## src/rtl/hazard_controller_pkg.sv

```systemverilog
// Shared opcode and state definitions for the 16-bit MIPS pipeline control slice,
// plus the control-bundle type and steering helper used by hazard_controller.
package hazard_controller_pkg;

    localparam logic [5:0] OP_NOP  = 6'h00;
    localparam logic [5:0] OP_ADD  = 6'h01;
    localparam logic [5:0] OP_SUB  = 6'h02;
    localparam logic [5:0] OP_AND  = 6'h03;
    localparam logic [5:0] OP_OR   = 6'h04;
    localparam logic [5:0] OP_LD   = 6'h08;
    localparam logic [5:0] OP_ST   = 6'h09;
    localparam logic [5:0] OP_BEQ  = 6'h0A;
    localparam logic [5:0] OP_HALT = 6'h3F;

    typedef enum logic [1:0] {
        ST_RUN      = 2'd0,
        ST_MEM_WAIT = 2'd1,
        ST_DRAIN    = 2'd2,
        ST_HALTED   = 2'd3
    } hzState_t;

    typedef struct packed {
        logic pcEn;
        logic ifIdEn;
        logic exMemEn;
        logic flush;
        logic bubble;
        logic halted;
    } hzCtrl_t;

    localparam hzCtrl_t CTRL_RUN    = '{pcEn: 1'b1, ifIdEn: 1'b1, exMemEn: 1'b1, flush: 1'b0, bubble: 1'b0, halted: 1'b0};
    localparam hzCtrl_t CTRL_FREEZE = '{pcEn: 1'b0, ifIdEn: 1'b0, exMemEn: 1'b0, flush: 1'b0, bubble: 1'b0, halted: 1'b0};
    localparam hzCtrl_t CTRL_HALT   = '{pcEn: 1'b0, ifIdEn: 1'b0, exMemEn: 1'b0, flush: 1'b0, bubble: 1'b0, halted: 1'b1};

    // Branch beats load-use (its bubble already covers the hazard), load-use beats a fetch hold.
    function automatic hzCtrl_t steerCtrl(input logic branch, input logic loadUse, input logic holdFetch);
        hzCtrl_t c;
        c = CTRL_RUN;
        if (branch) begin
            c.flush  = 1'b1;
            c.bubble = 1'b1;
        end else if (loadUse) begin
            c.pcEn   = 1'b0;
            c.ifIdEn = 1'b0;
            c.bubble = 1'b1;
        end else if (holdFetch) begin
            c.pcEn   = 1'b0;
            c.ifIdEn = 1'b0;
        end
        return c;
    endfunction

endpackage

```

## src/rtl/hazard_controller_hazard_detect.sv

```systemverilog
// Combinational load-use comparator: a load in EX whose destination feeds an ID source.
module hazard_detect
    import hazard_controller_pkg::*;
#(
    parameter int unsigned OPC_W = 6,
    parameter int unsigned REG_W = 3
) (
    input  logic [OPC_W-1:0] opcodeEx,
    input  logic [REG_W-1:0] dstEx,
    input  logic [REG_W-1:0] srcA,
    input  logic [REG_W-1:0] srcB,
    output logic             loadUse
);

    always_comb begin
        loadUse = (opcodeEx == OPC_W'(OP_LD)) && (dstEx != '0) &&
                  ((dstEx == srcA) || (dstEx == srcB));
    end

endmodule

```

## src/rtl/hazard_controller.sv

```systemverilog
// Pipeline sequencing controller: load-use stalls, branch flushes, memory waits and halt.
// Optional stall statistics port/counter enabled with `define HAZARD_STATS_EN.
module hazard_controller
    import hazard_controller_pkg::*;
#(
    parameter int unsigned OPC_W  = 6,
    parameter int unsigned REG_W  = 3,
    parameter int unsigned WAIT_W = 8
`ifdef HAZARD_STATS_EN
    ,
    parameter int unsigned STAT_W = 16
`endif
) (
    input  logic              Clock,
    input  logic              Reset_n,
    input  logic [OPC_W-1:0]  Opcode_ID,
    input  logic [REG_W-1:0]  Src_A_ID,
    input  logic [REG_W-1:0]  Src_B_ID,
    input  logic [REG_W-1:0]  Dst_ID,
    input  logic              Branch_Taken_EX,
    input  logic              Mem_Req,
    input  logic              Mem_Ack,
    output logic              PC_Enable,
    output logic              IF_ID_Enable,
    output logic              EX_MEM_Enable,
    output logic              IF_ID_Flush,
    output logic              ID_EX_Bubble,
    output logic [OPC_W-1:0]  Opcode_EX,
    output logic [OPC_W-1:0]  Opcode_MEM,
    output logic              Halted,
    output logic              Timeout
`ifdef HAZARD_STATS_EN
    ,
    output logic [STAT_W-1:0] Stall_Count
`endif
);

    localparam logic [WAIT_W-1:0] WAIT_LAST = {{(WAIT_W-1){1'b1}}, 1'b0};

    hzState_t          state;
    hzState_t          nextState;
    hzCtrl_t           ctrl;
    logic [OPC_W-1:0]  opEx;
    logic [OPC_W-1:0]  opMem;
    logic [REG_W-1:0]  dstEx;
    logic [WAIT_W-1:0] waitCnt;
    logic              timeoutQ;
    logic              loadUse;
    logic              memStall;
    logic              waitExpire;
    logic              waitRelease;
    logic              haltId;
    logic              haltMem;

    hazard_detect #(
        .OPC_W (OPC_W),
        .REG_W (REG_W)
    ) uDetect (
        .opcodeEx (opEx),
        .dstEx    (dstEx),
        .srcA     (Src_A_ID),
        .srcB     (Src_B_ID),
        .loadUse  (loadUse)
    );

    always_comb begin
        memStall    = Mem_Req && !Mem_Ack;
        waitExpire  = !Mem_Ack && (waitCnt == WAIT_LAST);
        waitRelease = Mem_Ack || waitExpire;
        haltId      = (Opcode_ID == OPC_W'(OP_HALT));
        haltMem     = (opMem == OPC_W'(OP_HALT));
    end

    always_ff @(posedge Clock or negedge Reset_n) begin
        if (!Reset_n) begin
            state <= ST_RUN;
        end else begin
            state <= nextState;
        end
    end

    always_comb begin
        nextState = state;
        unique case (state)
            ST_RUN: begin
                if (memStall) begin
                    nextState = ST_MEM_WAIT;
                end else if (!Branch_Taken_EX && !loadUse && haltId) begin
                    nextState = ST_DRAIN;
                end
            end
            ST_MEM_WAIT: begin
                if (waitRelease) begin
                    nextState = (!Branch_Taken_EX && !loadUse && haltId) ? ST_DRAIN : ST_RUN;
                end
            end
            ST_DRAIN: begin
                // A wait here drops to MEM_WAIT; the frozen HALT in ID re-enters DRAIN on release.
                if (memStall) begin
                    nextState = ST_MEM_WAIT;
                end else if (haltMem) begin
                    nextState = ST_HALTED;
                end else if (Branch_Taken_EX) begin
                    nextState = ST_RUN;
                end
            end
            ST_HALTED: begin
                nextState = ST_HALTED;
            end
        endcase
    end

    always_comb begin
        ctrl = CTRL_RUN;
        unique case (state)
            ST_RUN:      ctrl = memStall ? CTRL_FREEZE : steerCtrl(Branch_Taken_EX, loadUse, haltId);
            ST_MEM_WAIT: ctrl = waitRelease ? steerCtrl(Branch_Taken_EX, loadUse, haltId) : CTRL_FREEZE;
            ST_DRAIN:    ctrl = memStall ? CTRL_FREEZE :
                                haltMem  ? CTRL_HALT   : steerCtrl(Branch_Taken_EX, loadUse, 1'b1);
            ST_HALTED:   ctrl = CTRL_HALT;
        endcase
    end

    assign PC_Enable     = ctrl.pcEn;
    assign IF_ID_Enable  = ctrl.ifIdEn;
    assign EX_MEM_Enable = ctrl.exMemEn;
    assign IF_ID_Flush   = ctrl.flush;
    assign ID_EX_Bubble  = ctrl.bubble;
    assign Halted        = ctrl.halted;
    assign Opcode_EX     = opEx;
    assign Opcode_MEM    = opMem;
    assign Timeout       = timeoutQ;

    always_ff @(posedge Clock or negedge Reset_n) begin
        if (!Reset_n) begin
            opEx  <= OPC_W'(OP_NOP);
            dstEx <= '0;
            opMem <= OPC_W'(OP_NOP);
        end else if (ctrl.exMemEn) begin
            opEx  <= ctrl.bubble ? OPC_W'(OP_NOP) : Opcode_ID;
            dstEx <= ctrl.bubble ? '0 : Dst_ID;
            opMem <= opEx;
        end
    end

    always_ff @(posedge Clock or negedge Reset_n) begin
        if (!Reset_n) begin
            waitCnt  <= '0;
            timeoutQ <= 1'b0;
        end else begin
            if (state != ST_MEM_WAIT && nextState == ST_MEM_WAIT) begin
                waitCnt <= '0;
            end else if (state == ST_MEM_WAIT) begin
                waitCnt <= waitCnt + 1'b1;
            end
            if (state == ST_MEM_WAIT && waitExpire) begin
                timeoutQ <= 1'b1;
            end
        end
    end

`ifdef HAZARD_STATS_EN
    logic [STAT_W-1:0] statCnt;

    always_ff @(posedge Clock or negedge Reset_n) begin
        if (!Reset_n) begin
            statCnt <= '0;
        end else if (!ctrl.pcEn && state != ST_HALTED && statCnt != '1) begin
            statCnt <= statCnt + 1'b1;
        end
    end

    assign Stall_Count = statCnt;
`endif

endmodule

```

## config.mk

```make
export PLATFORM = sky130hd
export DESIGN_NAME = hazard_controller
export DESIGN_NICKNAME = d
export VERILOG_FILES = /design/src/rtl/hazard_controller_pkg.sv /design/src/rtl/hazard_controller_hazard_detect.sv /design/src/rtl/hazard_controller.sv
export SDC_FILE = /design/constraint.sdc
export NUM_CORES = 1
export LEC_CHECK = 0
export ABC_CLOCK_PERIOD_IN_PS = 2220
export CORE_UTILIZATION = 43
export CTS_CLUSTER_DIAMETER = 100
export DETAILED_ROUTE_END_ITERATION = 10
export PLACE_DENSITY = 0.75
export SYNTH_ARGS = -nofsm -noshare
export SYNTH_HDL_FRONTEND = slang
export SYNTH_HIERARCHICAL = 1
export SYNTH_SLANG_ARGS = --single-unit
```

## constraint.sdc

```tcl
create_clock -name Clock -period 2.22 [get_ports Clock]
set_clock_uncertainty 0.15 [all_clocks]
set_input_delay 0.444 -clock Clock [delete_from_list [all_inputs] [get_ports Clock]]
set_output_delay 0.444 -clock Clock [all_outputs]
set_load 0.01 [all_outputs]
```

==> run summary <==
Antenna cell count - 0
Drt drc - 0
Die H - 59.7 um
Failing checks - negative setup slack
Final period util - 1.12
Vias - 1359
Dpl cells - 255
Leading area contributor after synthesis - dfrtp_1
Later-pin clock latency in the skew report - 0.33 ns
Multi-input combinational cell area - 757 um2
Worst setup SP type - flop
Final nets - 241
Hold buffer count at cts - 0
Port bufs - 38
Worst Path Max Fanout - 2
Worst Tran Pin Value - 0.464 ns
Metal-1 WL - 1.63 mm
Post-synthesis sequential area ratio - 0.454
Post-synthesis net count - 163
WP data required - 1.63 ns
Io pins - 39
Fillcell total - 242
First-pass GRT wire length - 6.35 mm
Gpl congestion - 0.803
Cells along the critical path - inv_1, ha_2, and4_4, a211oi_4, buf_4, nor4_4, a21o_1, buf_2
Outcome - finished with violations
WL per Instance - 14.4 um
Worst VDD drop - 0.320 mV
Max Used Layer - met4
Std cell rows - 20
Pwr Density - 576 mW/mm2
Remaining antenna violation count - 0
Initial antenna violation count - 0
Syn_area_per_cell - 10.2 um2
Clock transition at path regs - 0.14 ns
Routed wire length - 3.76 mm
Worst Path Arrival - 1.90 ns
Iteration-0 DRC Markers - 51
RSZ-0062 raised after global routing - yes
Die width - 59.7 um
Die footprint - 0.00357 mm2
WL met3 - 128 um
Met2 WL post-DR - 1.94 mm
Non-Filler Instances - 262
Layout cells sized above 1 - 0.307
CTS Root Cell - clkbuf_4
Total CTS buffers - 3
Slowest-stage cell, CP - dfrtp_1
Crit-path max cell delay - 0.38 ns
FF/Latch Area - 651 um2
Detailed Routing Iterations Pass 1 - 4
Largest net degree at the start of global routing - 27
Synthesized flop and latch total - 26
TritonCTS clock tree - built
Vias in the first global route - 1434
Min-Delay Path Class - input pin to async pin
Max Buffers Root-to-Sink - 2
Max Slew Vio Count - 0
GRT Residual Overflow - 0
Yosys cell types - 36
Area grow syn2layout - 54.6%
Min Clock Period, post-route - 2.50 ns
Final worst slack - -0.277 ns
Syn. warnings - 6
Cells after Synth - 141
Hold Slack - 0.307 ns
Fmax - 400 MHz
GRT Total Usage - 0.242
Final hold vios - 0
Top-area cell type share of the netlist area - 0.454
Slew headroom - 0.686
Core area - 0.00310 mm2
Critical path endpoint category - primary output
# setup viols final - 5
Hpwl dp - 2.89 mm
Vias per cell - 5.19
CTS Sinks - 26
Max Cap Viol - 0
Initial Utilization - 0.462
CTS H-tree lvls - 1
Cell Area, Synth - 0.00143 mm2
Critical path class - flop to primary output
Leak - 1.07 nW
Synth top area cells - dfrtp_1, mux2i_1, mux2_4, nand2_1, xnor2_1
area by class of cell:
class / count / share of cell area
multi-input combinational: 98 / 0.342
inverter: 11 / 0.0186
clock buffer: 4 / 0.0164
sequential: 26 / 0.294
timing repair buffer: 79 / 0.305
tap: 44 / 0.0249
synthesized netlist by cell type:
master and n:
o21bai_1 1, nor4b_2 1, buf_6 1, nor2b_1 2, a21o_1 2, ha_1 2
a21boi_0 1, o21a_1 1, buf_4 2, and4_4 2, o31ai_1 2, nor4_1 1
o2111ai_1 1, mux2i_1 10, nor2_1 8, inv_1 11, nand2_1 16, nand4_1 4
dfrtp_1 26, a31oi_1 1, mux2_4 6, and2_1 2, o22ai_1 1, a41oi_1 1
a211oi_2 1, clkbuf_1 3, nand2b_1 2, o311ai_1 1, xnor2_1 6, a21oi_1 3
nand3_1 5, xor2_1 1, o22ai_2 1, nor3b_1 2, and4_1 1, o21ai_0 10
layer usage:
layer	up-vias	global-route usage
li1	648	-
met1	662	0.295
met2	42	0.430
met3	7	0.0303
met4	0	0.0963
met5	-	0
kinds of logic after synthesis:
group                      after synthesis  synth area share
and+or+nand+nor                         46             0.171
AOI/OAI and AO/OA                       27             0.127
DFF                                     26             0.454
buffers and inverters                   17            0.0550
muxes                                   16             0.133
xor gates and xnor gates                 7            0.0428
adders and majority gates                2            0.0175
final timing paths:
| path | start | slack [ns] | endpoint | cells after the start |
|---|---|---|---|---|
| max in group asynchronous | Reset_n | 1.37 | Opcode_MEM[2]$_DFFE_PN0P_ | 2 |
| max | waitCnt[0]$_DFFE_PN0P_ | -0.28 | PC_Enable | 8 |
| min in group Clock | Timeout$_DFFE_PN0P_ | 0.34 | Timeout$_DFFE_PN0P_ | 1 |
| max reg2reg | waitCnt[0]$_DFFE_PN0P_ | 0.18 | Opcode_MEM[4]$_DFFE_PN0P_ | 7 |
| min | Reset_n | 0.31 | dstEx[0]$_DFFE_PN0P_ | 2 |
| min reg2reg | Timeout$_DFFE_PN0P_ | 0.34 | Timeout$_DFFE_PN0P_ | 1 |
through the flow:
| step | setup WS [ns] | power [mW] | setup TNS, ns | util | area [um2] |
|---|---|---|---|---|---|
| 2_1_floorplan | 0.0166 | 0.752 | 0 | - | 1430 |
| 3_3_place_gp | -0.569 | 0.978 | -3.35 | 0.682 | 2120 |
| 3_5_place_dp | -0.574 | 1.00 | -3.56 | 0.682 | 2120 |
| 4_1_cts | -0.296 | 1.27 | -1.08 | 0.705 | 2190 |
| 5_1_grt | -0.363 | 1.34 | -1.40 | 0.714 | 2210 |
| 6_report | -0.277 | 1.28 | -0.980 | 0.714 | 2210 |
critical path: cells and delay by family (launching register included):
family | cells | cell delay [ns]
AOI/OAI and AO/OA | 2 | 0.44
buffers and inverters | 3 | 0.36
DFF | 1 | 0.38
and+or+nand+nor | 2 | 0.20
adders and majority gates | 1 | 0.18
power by group:
group / total [mW] / internal (mW) / switching, mW / leakage [nW]
Sequential: 0.564 / 0.526 / 0.0379 / 0.342
Clock: 0.247 / 0.101 / 0.147 / 0.0210
Combinational: 0.464 / 0.264 / 0.200 / 0.706
Total: 1.28 / 0.891 / 0.385 / 1.07
registers in the layout, summed over array words and instances, names as in the netlist:
register    cells
state           2
dstEx           3
Opcode_MEM      6
waitCnt         8
Opcode_EX       6
Timeout         1
layout by cell type (no fill, tap or decap), drive strengths merged, types with 2 or more instances in the layout:
master	count
mux2	6
xnor2	6
a21o	2
clkbuf	4
clkdlybuf4s50	30
dlygate4sd2	2
o31ai	2
o22ai	2
inv	11
nor2b	2
nor2	8
and2	2
mux2i	10
a21oi	3
nand3	5
dfrtp	26
nand4	4
nand2b	2
buf	47
ha	2
and4	3
nor3b	2
nand2	16
o21ai	10
what timing repair did:
| item | CTS | global route |
|---|---|---|
| resized for setup | 35 | 4 |
| setup endpoints to repair | 6 | 5 |
| pin swaps | 3 | 3 |
| buffers inserted | 4 | 0 |
Note: power is estimated with default switching activity, not from simulation.
